## src/rtl/display_scan_pkg.sv

```systemverilog
// Shared types and constants for the elevator panel display scanner.
//   state_e    : scan FSM states
//   SEG_BLANK  : all segments off
//   DIG_*      : one-hot digit enables (floor / people / none)
//   SEG_LUT    : 0..7 -> active-high a..g pattern, dp always 0
package display_scan_pkg;

  typedef enum logic [2:0] {
    IDLE,
    BLANK_F,
    SHOW_F,
    BLANK_P,
    SHOW_P
  } state_e;

  localparam logic [7:0] SEG_BLANK  = 8'h00;
  localparam logic [1:0] DIG_NONE   = 2'b00;
  localparam logic [1:0] DIG_FLOOR  = 2'b01;
  localparam logic [1:0] DIG_PEOPLE = 2'b10;

  // Element i holds the pattern for digit i (element 0 is rightmost).
  localparam logic [7:0][7:0] SEG_LUT = {
    8'h07, 8'h7D, 8'h6D, 8'h66, 8'h4F, 8'h5B, 8'h06, 8'h3F
  };

endpackage

```

## src/rtl/display_scan_ctrl_seg7_decoder.sv

```systemverilog
// Combinational seven-segment decoder for values 0..7.
//   val   : 3-bit digit value
//   seg_c : active-high segment pattern, bit0=a .. bit6=g, bit7=dp (0)
module seg7_decoder
  import display_scan_pkg::*;
(
  input  logic [2:0] val,
  output logic [7:0] seg_c
);

  assign seg_c = SEG_LUT[val];

endmodule

```

## src/rtl/display_scan_ctrl.sv

```systemverilog
// Time-multiplexed scan controller for the shared floor/occupancy display.
// Each slot of TICK_DIV cycles starts with BLANK_CYC blank cycles; the
// occupancy digit blinks with a BLINK_SLOTS-slot half period when overloaded.
//   clk, rst : clock, asynchronous active-high reset
//   en       : scan enable, 0 returns to IDLE with a blank display
//   floor    : floor number 0..3, people : occupancy 0..7
//   seg, dig : registered segment pattern and one-hot digit enable
//   slot     : 0 = floor slot, 1 = people slot
//   overload : registered people_sh > MAX_PEOPLE
module display_scan_ctrl
  import display_scan_pkg::*;
#(
  parameter int unsigned TICK_DIV    = 50,
  parameter int unsigned BLANK_CYC   = 2,
  parameter int unsigned BLINK_SLOTS = 64,
  parameter int unsigned MAX_PEOPLE  = 5
) (
  input  logic       clk,
  input  logic       rst,
  input  logic       en,
  input  logic [1:0] floor,
  input  logic [2:0] people,
  output logic [7:0] seg,
  output logic [1:0] dig,
  output logic       slot,
  output logic       overload
);

  localparam int unsigned CNT_W   = $clog2(TICK_DIV);
  localparam int unsigned BLINK_W = $clog2(BLINK_SLOTS + 1);

  state_e             state_q, state_d;
  logic [CNT_W-1:0]   cnt_q, cnt_d;
  logic [1:0]         floor_sh_q, floor_sh_d;
  logic [2:0]         people_sh_q, people_sh_d;
  logic               overload_q, overload_d;
  logic [BLINK_W-1:0] blink_cnt_q, blink_cnt_d;
  logic [BLINK_W-1:0] blink_inc;
  logic               blink_ph_q, blink_ph_d;
  logic [7:0]         seg_q, seg_d;
  logic [1:0]         dig_q, dig_d;
  logic               slot_q, slot_d;
  logic               sample;
  logic               p_slot_end;
  logic [2:0]         dec_val;
  logic [7:0]         dec_seg;

  // State and output registers.
  always_ff @(posedge clk or posedge rst) begin
    if (rst) begin
      state_q     <= IDLE;
      cnt_q       <= '0;
      floor_sh_q  <= '0;
      people_sh_q <= '0;
      overload_q  <= 1'b0;
      blink_cnt_q <= '0;
      blink_ph_q  <= 1'b0;
      seg_q       <= SEG_BLANK;
      dig_q       <= DIG_NONE;
      slot_q      <= 1'b0;
    end else begin
      state_q     <= state_d;
      cnt_q       <= cnt_d;
      floor_sh_q  <= floor_sh_d;
      people_sh_q <= people_sh_d;
      overload_q  <= overload_d;
      blink_cnt_q <= blink_cnt_d;
      blink_ph_q  <= blink_ph_d;
      seg_q       <= seg_d;
      dig_q       <= dig_d;
      slot_q      <= slot_d;
    end
  end

  assign blink_inc = blink_cnt_q + BLINK_W'(1);

  // Next state, slot counter, input sampling and blink bookkeeping.
  always_comb begin
    state_d     = state_q;
    cnt_d       = cnt_q + CNT_W'(1);
    floor_sh_d  = floor_sh_q;
    people_sh_d = people_sh_q;
    overload_d  = overload_q;
    blink_cnt_d = blink_cnt_q;
    blink_ph_d  = blink_ph_q;
    sample      = 1'b0;
    p_slot_end  = 1'b0;

    case (state_q)
      IDLE: begin
        state_d = BLANK_F;
        cnt_d   = '0;
        sample  = 1'b1;
      end
      BLANK_F: if (cnt_q == CNT_W'(BLANK_CYC - 1)) state_d = SHOW_F;
      SHOW_F: begin
        if (cnt_q == CNT_W'(TICK_DIV - 1)) begin
          state_d = BLANK_P;
          cnt_d   = '0;
          sample  = 1'b1;
        end
      end
      BLANK_P: if (cnt_q == CNT_W'(BLANK_CYC - 1)) state_d = SHOW_P;
      SHOW_P: begin
        if (cnt_q == CNT_W'(TICK_DIV - 1)) begin
          state_d    = BLANK_F;
          cnt_d      = '0;
          sample     = 1'b1;
          p_slot_end = 1'b1;
        end
      end
      default: state_d = IDLE;
    endcase

    // Disable wins over every transition; shadows and overload are held.
    if (!en) begin
      state_d    = IDLE;
      cnt_d      = '0;
      sample     = 1'b0;
      p_slot_end = 1'b0;
    end

    if (sample) begin
      floor_sh_d  = floor;
      people_sh_d = people;
      overload_d  = 32'(people) > MAX_PEOPLE;
    end

    // Blink only counts people slots that were shown while overloaded.
    if (!en || (sample && !overload_d)) begin
      blink_cnt_d = '0;
      blink_ph_d  = 1'b0;
    end else if (p_slot_end && overload_q) begin
      if (blink_inc == BLINK_W'(BLINK_SLOTS)) begin
        blink_cnt_d = '0;
        blink_ph_d  = ~blink_ph_q;
      end else begin
        blink_cnt_d = blink_inc;
      end
    end
  end

  // Single decoder shared by both digits; shadows are stable within a slot.
  assign dec_val = (state_d == SHOW_P) ? people_sh_d : {1'b0, floor_sh_d};

  seg7_decoder u_dec (
    .val   (dec_val),
    .seg_c (dec_seg)
  );

  // Moore outputs computed from the next state so they register with it.
  always_comb begin
    seg_d  = SEG_BLANK;
    dig_d  = DIG_NONE;
    slot_d = (state_d == BLANK_P) || (state_d == SHOW_P);
    case (state_d)
      SHOW_F: begin
        seg_d = dec_seg;
        dig_d = DIG_FLOOR;
      end
      SHOW_P: begin
        if (!(overload_d && blink_ph_d)) begin
          seg_d = dec_seg;
          dig_d = DIG_PEOPLE;
        end
      end
      default: ;
    endcase
  end

  assign seg      = seg_q;
  assign dig      = dig_q;
  assign slot     = slot_q;
  assign overload = overload_q;

endmodule

```

## config.mk

```make
export PLATFORM = sky130hd
export DESIGN_NAME = display_scan_ctrl
export DESIGN_NICKNAME = d
export VERILOG_FILES = /design/src/rtl/display_scan_pkg.sv /design/src/rtl/display_scan_ctrl_seg7_decoder.sv /design/src/rtl/display_scan_ctrl.sv
export SDC_FILE = /design/constraint.sdc
export NUM_CORES = 1
export LEC_CHECK = 0
export BUFFER_PORTS_ARGS = -buffer_cell sky130_fd_sc_hd__clkbuf_2
export CAP_MARGIN = 20
export CORE_ASPECT_RATIO = 0.5
export CORE_UTILIZATION = 60
export DETAILED_ROUTE_END_ITERATION = 16
export PLACE_DENSITY = 0.78
export SLEW_MARGIN = 20
export SYNTH_ARGS = -nofsm -noshare
export SYNTH_HDL_FRONTEND = slang
export SYNTH_SLANG_ARGS = --single-unit
```

## constraint.sdc

```tcl
create_clock -name clk -period 5.5 [get_ports clk]
set_input_delay 0.825 -clock clk [delete_from_list [all_inputs] [get_ports clk]]
set_output_delay 0.825 -clock clk [all_outputs]
set_load 0.02 [all_outputs]
```

### Word-level counts from Yosys, hierarchy flattened

Memory sizes are Yosys's and may differ from the RTL's.
Index checks and enable logic that the tools add are counted.

* bits in registers: 34
* bits in read-only memories: 64
* memories: 1
* bits of input ports: 8

* reductions and logical operators: 10
* $add $sub $neg: 2
* multiplexer cells: 29
* bitwise logic cells: 1
* equal/unequal tests: 10
* order comparisons: 2

Memory list
* (no name shown): words 8, width 8, rd ports 1, clocked after Yosys merged registers in 0, wr ports 0, RTL line display_scan_ctrl_seg7_decoder.sv:11 `assign seg_c = SEG_LUT[val];`

Operator list (number)
* 2-to-1 mux 3 bit: 7
* 2-to-1 mux 7 bit: 3
* 2-to-1 mux 8 bit: 2
* case mux 8 bit (2 select lines): 1
* case mux 3 bit (5 select lines): 1
* == test 3 x 2 -> 1 bit, second input constant: 4
* 2-to-1 mux 6 bit: 2
* case mux 6 bit (2 select lines): 1
* 2-to-1 mux 1 bit: 8
* adder 7 x 1 -> 7 bit, second input constant: 1
* == test 7 bit, second input constant: 1
* adder 6 x 1 -> 6 bit, second input constant: 1
* == test 3 bit, second input constant: 2
* == test 6 x 1 -> 1 bit, second input constant: 1
* == test 6 bit, second input constant: 1
* < comparator 3 x 4 -> 1 bit, second input constant: 1
* 2-to-1 mux 2 bit: 2
* case mux 2 bit (2 select lines): 1
* == test 3 x 1 -> 1 bit, second input constant: 1
* > comparator 3 bit, second input constant: 1
* logical AND 1 bit: 3
* logical NOT 3 bit: 1
* logical NOT 1 bit: 2
* logical OR 1 bit: 2
* 4 further kinds: 4

### Logic depth before layout (Yosys ltp)

* depth after elaboration: 12
* depth in mapped cells: 13
* mapped depth without buffers: 12

### Modules after synthesis

A second synthesis with hierarchy kept.

* cells, all modules: 180
* area, all modules: 1875.5 µm²

By module, submodules not included
* display_scan_ctrl: sequential area each 850.8 µm², cells an instance 159, instances 1, area an instance 1724.2 µm²
* seg7_decoder: sequential area each 0.0 µm², cells an instance 21, instances 1, area an instance 151.4 µm²

### Worst setup path after synthesis

OpenSTA, ideal clock, no wires.

* kind: input-to-reg
* start point: input port en
* end point: register seg_q[4] (netlist: seg[4])
* path slack: 2.478 ns
* data required time: 5.406 ns
* arrival time: 2.928 ns
* cell stages on the path: 11
* path through: clkbuf_1 > nor3b_1 > a21oi_1 > nand2b_1 > buf_2 > mux2_4 > o21ai_0 > ha_1 > inv_1 > mux2_2 > a221oi_2

* elaborated cells between the ends (all ways): 21
* classes of those cells: eq/ne: 2; mux: 12; reduce/logical: 6; memory: 1

RTL lines
* start: declaration: RTL line display_scan_ctrl.sv:20 `input logic en,`
* 2-to-1 mux 1 bit (*): RTL line display_scan_ctrl.sv:116 `if (!en) begin`
* 2-to-1 mux 3 bit (*): RTL line display_scan_ctrl.sv:123 `if (sample) begin`
* via people_sh_d[0]: RTL line display_scan_ctrl.sv:35 `logic [2:0] people_sh_q, people_sh_d;`
* 2-to-1 mux 3 bit (*): RTL line display_scan_ctrl.sv:144 `assign dec_val = (state_d == SHOW_P) ? people_sh_d : {1'b0, floor_sh_d};`
* memory read (8 x 8 bit) (*)
* 2-to-1 mux 8 bit (not written as such) (*): RTL line display_scan_ctrl_seg7_decoder.sv:11
* 2-to-1 mux 8 bit: RTL line display_scan_ctrl.sv:162 `if (!(overload_d && blink_ph_d)) begin`
* case mux 8 bit (2 select lines) (*): RTL line display_scan_ctrl.sv:156 `case (state_d)`
* via seg_d[4]: RTL line display_scan_ctrl.sv:40 `logic [7:0] seg_q, seg_d;`
* end signal: assignment: RTL line display_scan_ctrl.sv:69 `seg_q <= seg_d;`
* end: declaration: RTL line display_scan_ctrl.sv:40

Mark *: on every way through the listed nets, which the timed path passes. The rest lies on a longest branch. The select of a mux whose other input is x is not followed.
A chain may end at the register's enable or synchronous reset.

### Worst setup path after layout

* start point: register cnt_q[1]
* end point: register seg_q[4] (netlist: seg[4])

* elaborated cells between the ends (all ways): 30
* classes of those cells: eq/ne: 4; mux: 20; reduce/logical: 5; memory: 1

RTL lines
* start: declaration: RTL line display_scan_ctrl.sv:33 `logic [CNT_W-1:0] cnt_q, cnt_d;`
* start signal: assignment: RTL line display_scan_ctrl.sv:63 `cnt_q <= cnt_d;`
* == test 6 bit (*): RTL line display_scan_ctrl.sv:97, display_scan_ctrl.sv:105
* 2-to-1 mux 1 bit (*): RTL line display_scan_ctrl.sv:97, display_scan_ctrl.sv:105
* case mux 1 bit (2 select lines) (*): RTL line display_scan_ctrl.sv:89 `case (state_q)`
* 2-to-1 mux 1 bit (*): RTL line display_scan_ctrl.sv:116
* 2-to-1 mux 3 bit (*): RTL line display_scan_ctrl.sv:123
* via people_sh_d[0]: RTL line display_scan_ctrl.sv:35
* 2-to-1 mux 3 bit (*): RTL line display_scan_ctrl.sv:144
* memory read (8 x 8 bit) (*)
* 2-to-1 mux 8 bit (not written as such) (*): RTL line display_scan_ctrl_seg7_decoder.sv:11
* 2-to-1 mux 8 bit: RTL line display_scan_ctrl.sv:162
* case mux 8 bit (2 select lines) (*): RTL line display_scan_ctrl.sv:156
* via seg_d[4]: RTL line display_scan_ctrl.sv:40

Marks and branches as above.

==> results.ini <==
[logic_synthesis]
synth_top_area_cell=dfrtp_1
synth_seq_area_share_pct=45.2
synth.distinct_cells=52
synth_area_um2=1830
synth_fp_nets=192
synthCells=176
ys_warn_count=0
ys_ff_latch=33
async_reset_ff_share_pct=100
synthTopCellsByArea=dfrtp_1, ha_1, nor2_1, mux2_2, inv_1
synth_edf_count=0
yosysTopAreaCellShare_pct=45.2
syn_avg_cell_area_um2=10.4
synth_ff_type=dfrtp_1

[status]
status=finished, final reports clean

[layout]
nets=211
antennaDiodeCount=0
drive_gt1_share_pct=21.4
syn_to_final_growth_pct=10.5

[worst_setup_path]
end_kind=flop
crit_required_ps=5690
crit_path_start_kind=flop
r2r_end=seg[4]
critPathArrivalTime_ps=3380
rr_startpoint=cnt_q[1]
critPathMaxFanout=8
ff2ff_setup_slack_ps=2310
ff2ff_path_depth=11
path_class=flop to flop

[clocking]
path_clk_slew_ps=60
clk_path_buf_depth=2
holdBufCountCts=0
clk_latency_ps=280
cts_buffers=5
htree_levels=2
cts_resized=0
cts_tree=done
postCtsSetupBuffers=0
clock_sinks=33
root_buffer=clkbuf_8

[placed_design]
place_congestion=0.843
pre_cts_slack_ps=2180
place_hpwl_um=2390
port_buffers=18

[global_routing]
grt_pass1_wl_um=5490
grt_max_degree=34
grt_pass1_vias=1169
overflow=0
antenna_found_initial=0
grtUsageTotal_pct=24.1

[floorplanning]
start_util_pct=66.8
num_rows=13
fp.coreArea_um2=2730
io_pins=20
die_area_um2=3280
die_x_um=80.0
die_h_um=41.0

[drt]
viasPerCell=5.79
wl_um=3460
vias=1349
drtPass1Iterations=4
first_iter_violations=69
postRouteAntennaNets=0
drcViolationCount=0
wl_per_cell_um=14.8

[timing]
setup_viol_count_final=0
final-hold-violation-count=0
final.min_clock_period_ps=3190
max-slew-margin-rel_pct=26.2
drv_slew=0
max_freq_ghz=0.313
skew_ps=2.18
rsz0062_at_grt=false
worst_slack_ps=2310
worstMarginPinSlew_ps=1100
fin_tns_setup_ps=0
fin_crit_sh_pct=58.1

[power_and_ir_drop]
power_leakage_uw=0.000921
powerDensity_nw_per_um2=268
ir_drop_mv=0.191

[hold_path]
hold_path_end=floor_sh_q[0]
hold_start=floor_sh_q[0]
hold_class=flop to flop
worstHoldPathCells=2

[flow_run]
cap_violations=0

metrics by stage:
step / hold slack (ps) / total power, uW / util [%] / instance area (um2) / std cells
6_report: 512 / 541 / 73.9 / 2020 / 233
3_5_place_dp: 489 / 373 / 70.9 / 1940 / 225
2_1_floorplan: 461 / 349 / - / 1830 / 176
4_1_cts: 516 / 546 / 73.9 / 2020 / 233
5_1_grt: 543 / 567 / 73.9 / 2020 / 233
3_3_place_gp: 484 / 370 / 70.9 / 1940 / 225
layer usage:
| metal | GRT usage (%) | up-vias | share of wire (%) |
|---|---|---|---|
| li1 | - | 655 | - |
| met2 | 40.2 | 32 | 45 |
| met3 | 8.22 | 6 | 4.9 |
| met1 | 30.9 | 656 | 49 |
| met4 | 7.14 | 0 | 0.84 |
| met5 | 0 | - | 0 |
how the worst max path moves through the flow:
stage	from	endpoint	slack (ps)	depth (start not counted)
floorplan	en	seg[4]	2480	11
global placement	en	seg[4]	2290	10
detailed placement	en	seg[4]	2180	10
CTS	cnt_q[1]	seg[4]	2310	11
global route	cnt_q[1]	seg[4]	2070	11
finish	cnt_q[1]	seg[4]	2310	11
layout make-up:
class / count / area [um2]
fill: 205 / 714
sequential: 33 / 826
multi-input combinational: 124 / 923
tap: 37 / 46.3
inverter: 12 / 45.0
clock buffer: 8 / 80.1
timing repair buffer: 19 / 97.6
worst max-delay path: stages (launching register included):
cell      delay, ps
dfrtp_1         390
inv_1            60
ha_1            170
or3b_4          410
o21ai_1         250
nand2b_1        310
mux2_4          410
o21ai_0         350
ha_1            230
inv_1            50
mux2_2          260
a221oi_2        200
where the power goes:
part           internal, uW  total, uW  switching (uW)
clock network          89.8        171            81.1
logic                  38.2        100            62.1
registers               258        270            11.7
total                   386        541             155
logic make-up after synthesis:
group | Yosys count | synth area share (%)
flip-flops | 33 | 45.2
AO/OA/AOI/OAI | 30 | 13.8
XOR/XNOR | 10 | 5.21
buffers and inverters | 19 | 4.25
AND/OR/NAND/NOR | 65 | 19.4
other | 1 | 0.205
adder cells (fa/ha/maj) | 8 | 5.48
multiplexers | 10 | 6.51
state kept, by name, summed over array words and instances (netlist names):
register     cells
blink_cnt_q      7
blink_ph_q       1
cnt_q            6
dig              2
floor_sh_q       2
overload         1
people_sh_q      3
seg              7
slot             1
state_q          3
cell usage after synthesis, drive strengths merged, types with 5 or more instances:
cell	instances
dfrtp	33
nor2	22
inv	12
nand2	12
ha	8
nand3	7
mux2	6
xnor2	6
a21oi	5
o21ai	5
placed cells by master (no fill, tap or decap), types with 4 or more instances in the layout:
master    count
a21oi_1       5
clkbuf_2     18
clkbuf_8      5
dfrtp_1      33
ha_1          8
inv_1        12
mux2_2        5
nand2_1      12
nand3_1       7
nor2_1       22
xnor2_1       5
xor2_1        4
Note: power is estimated with default switching activity, not from simulation.
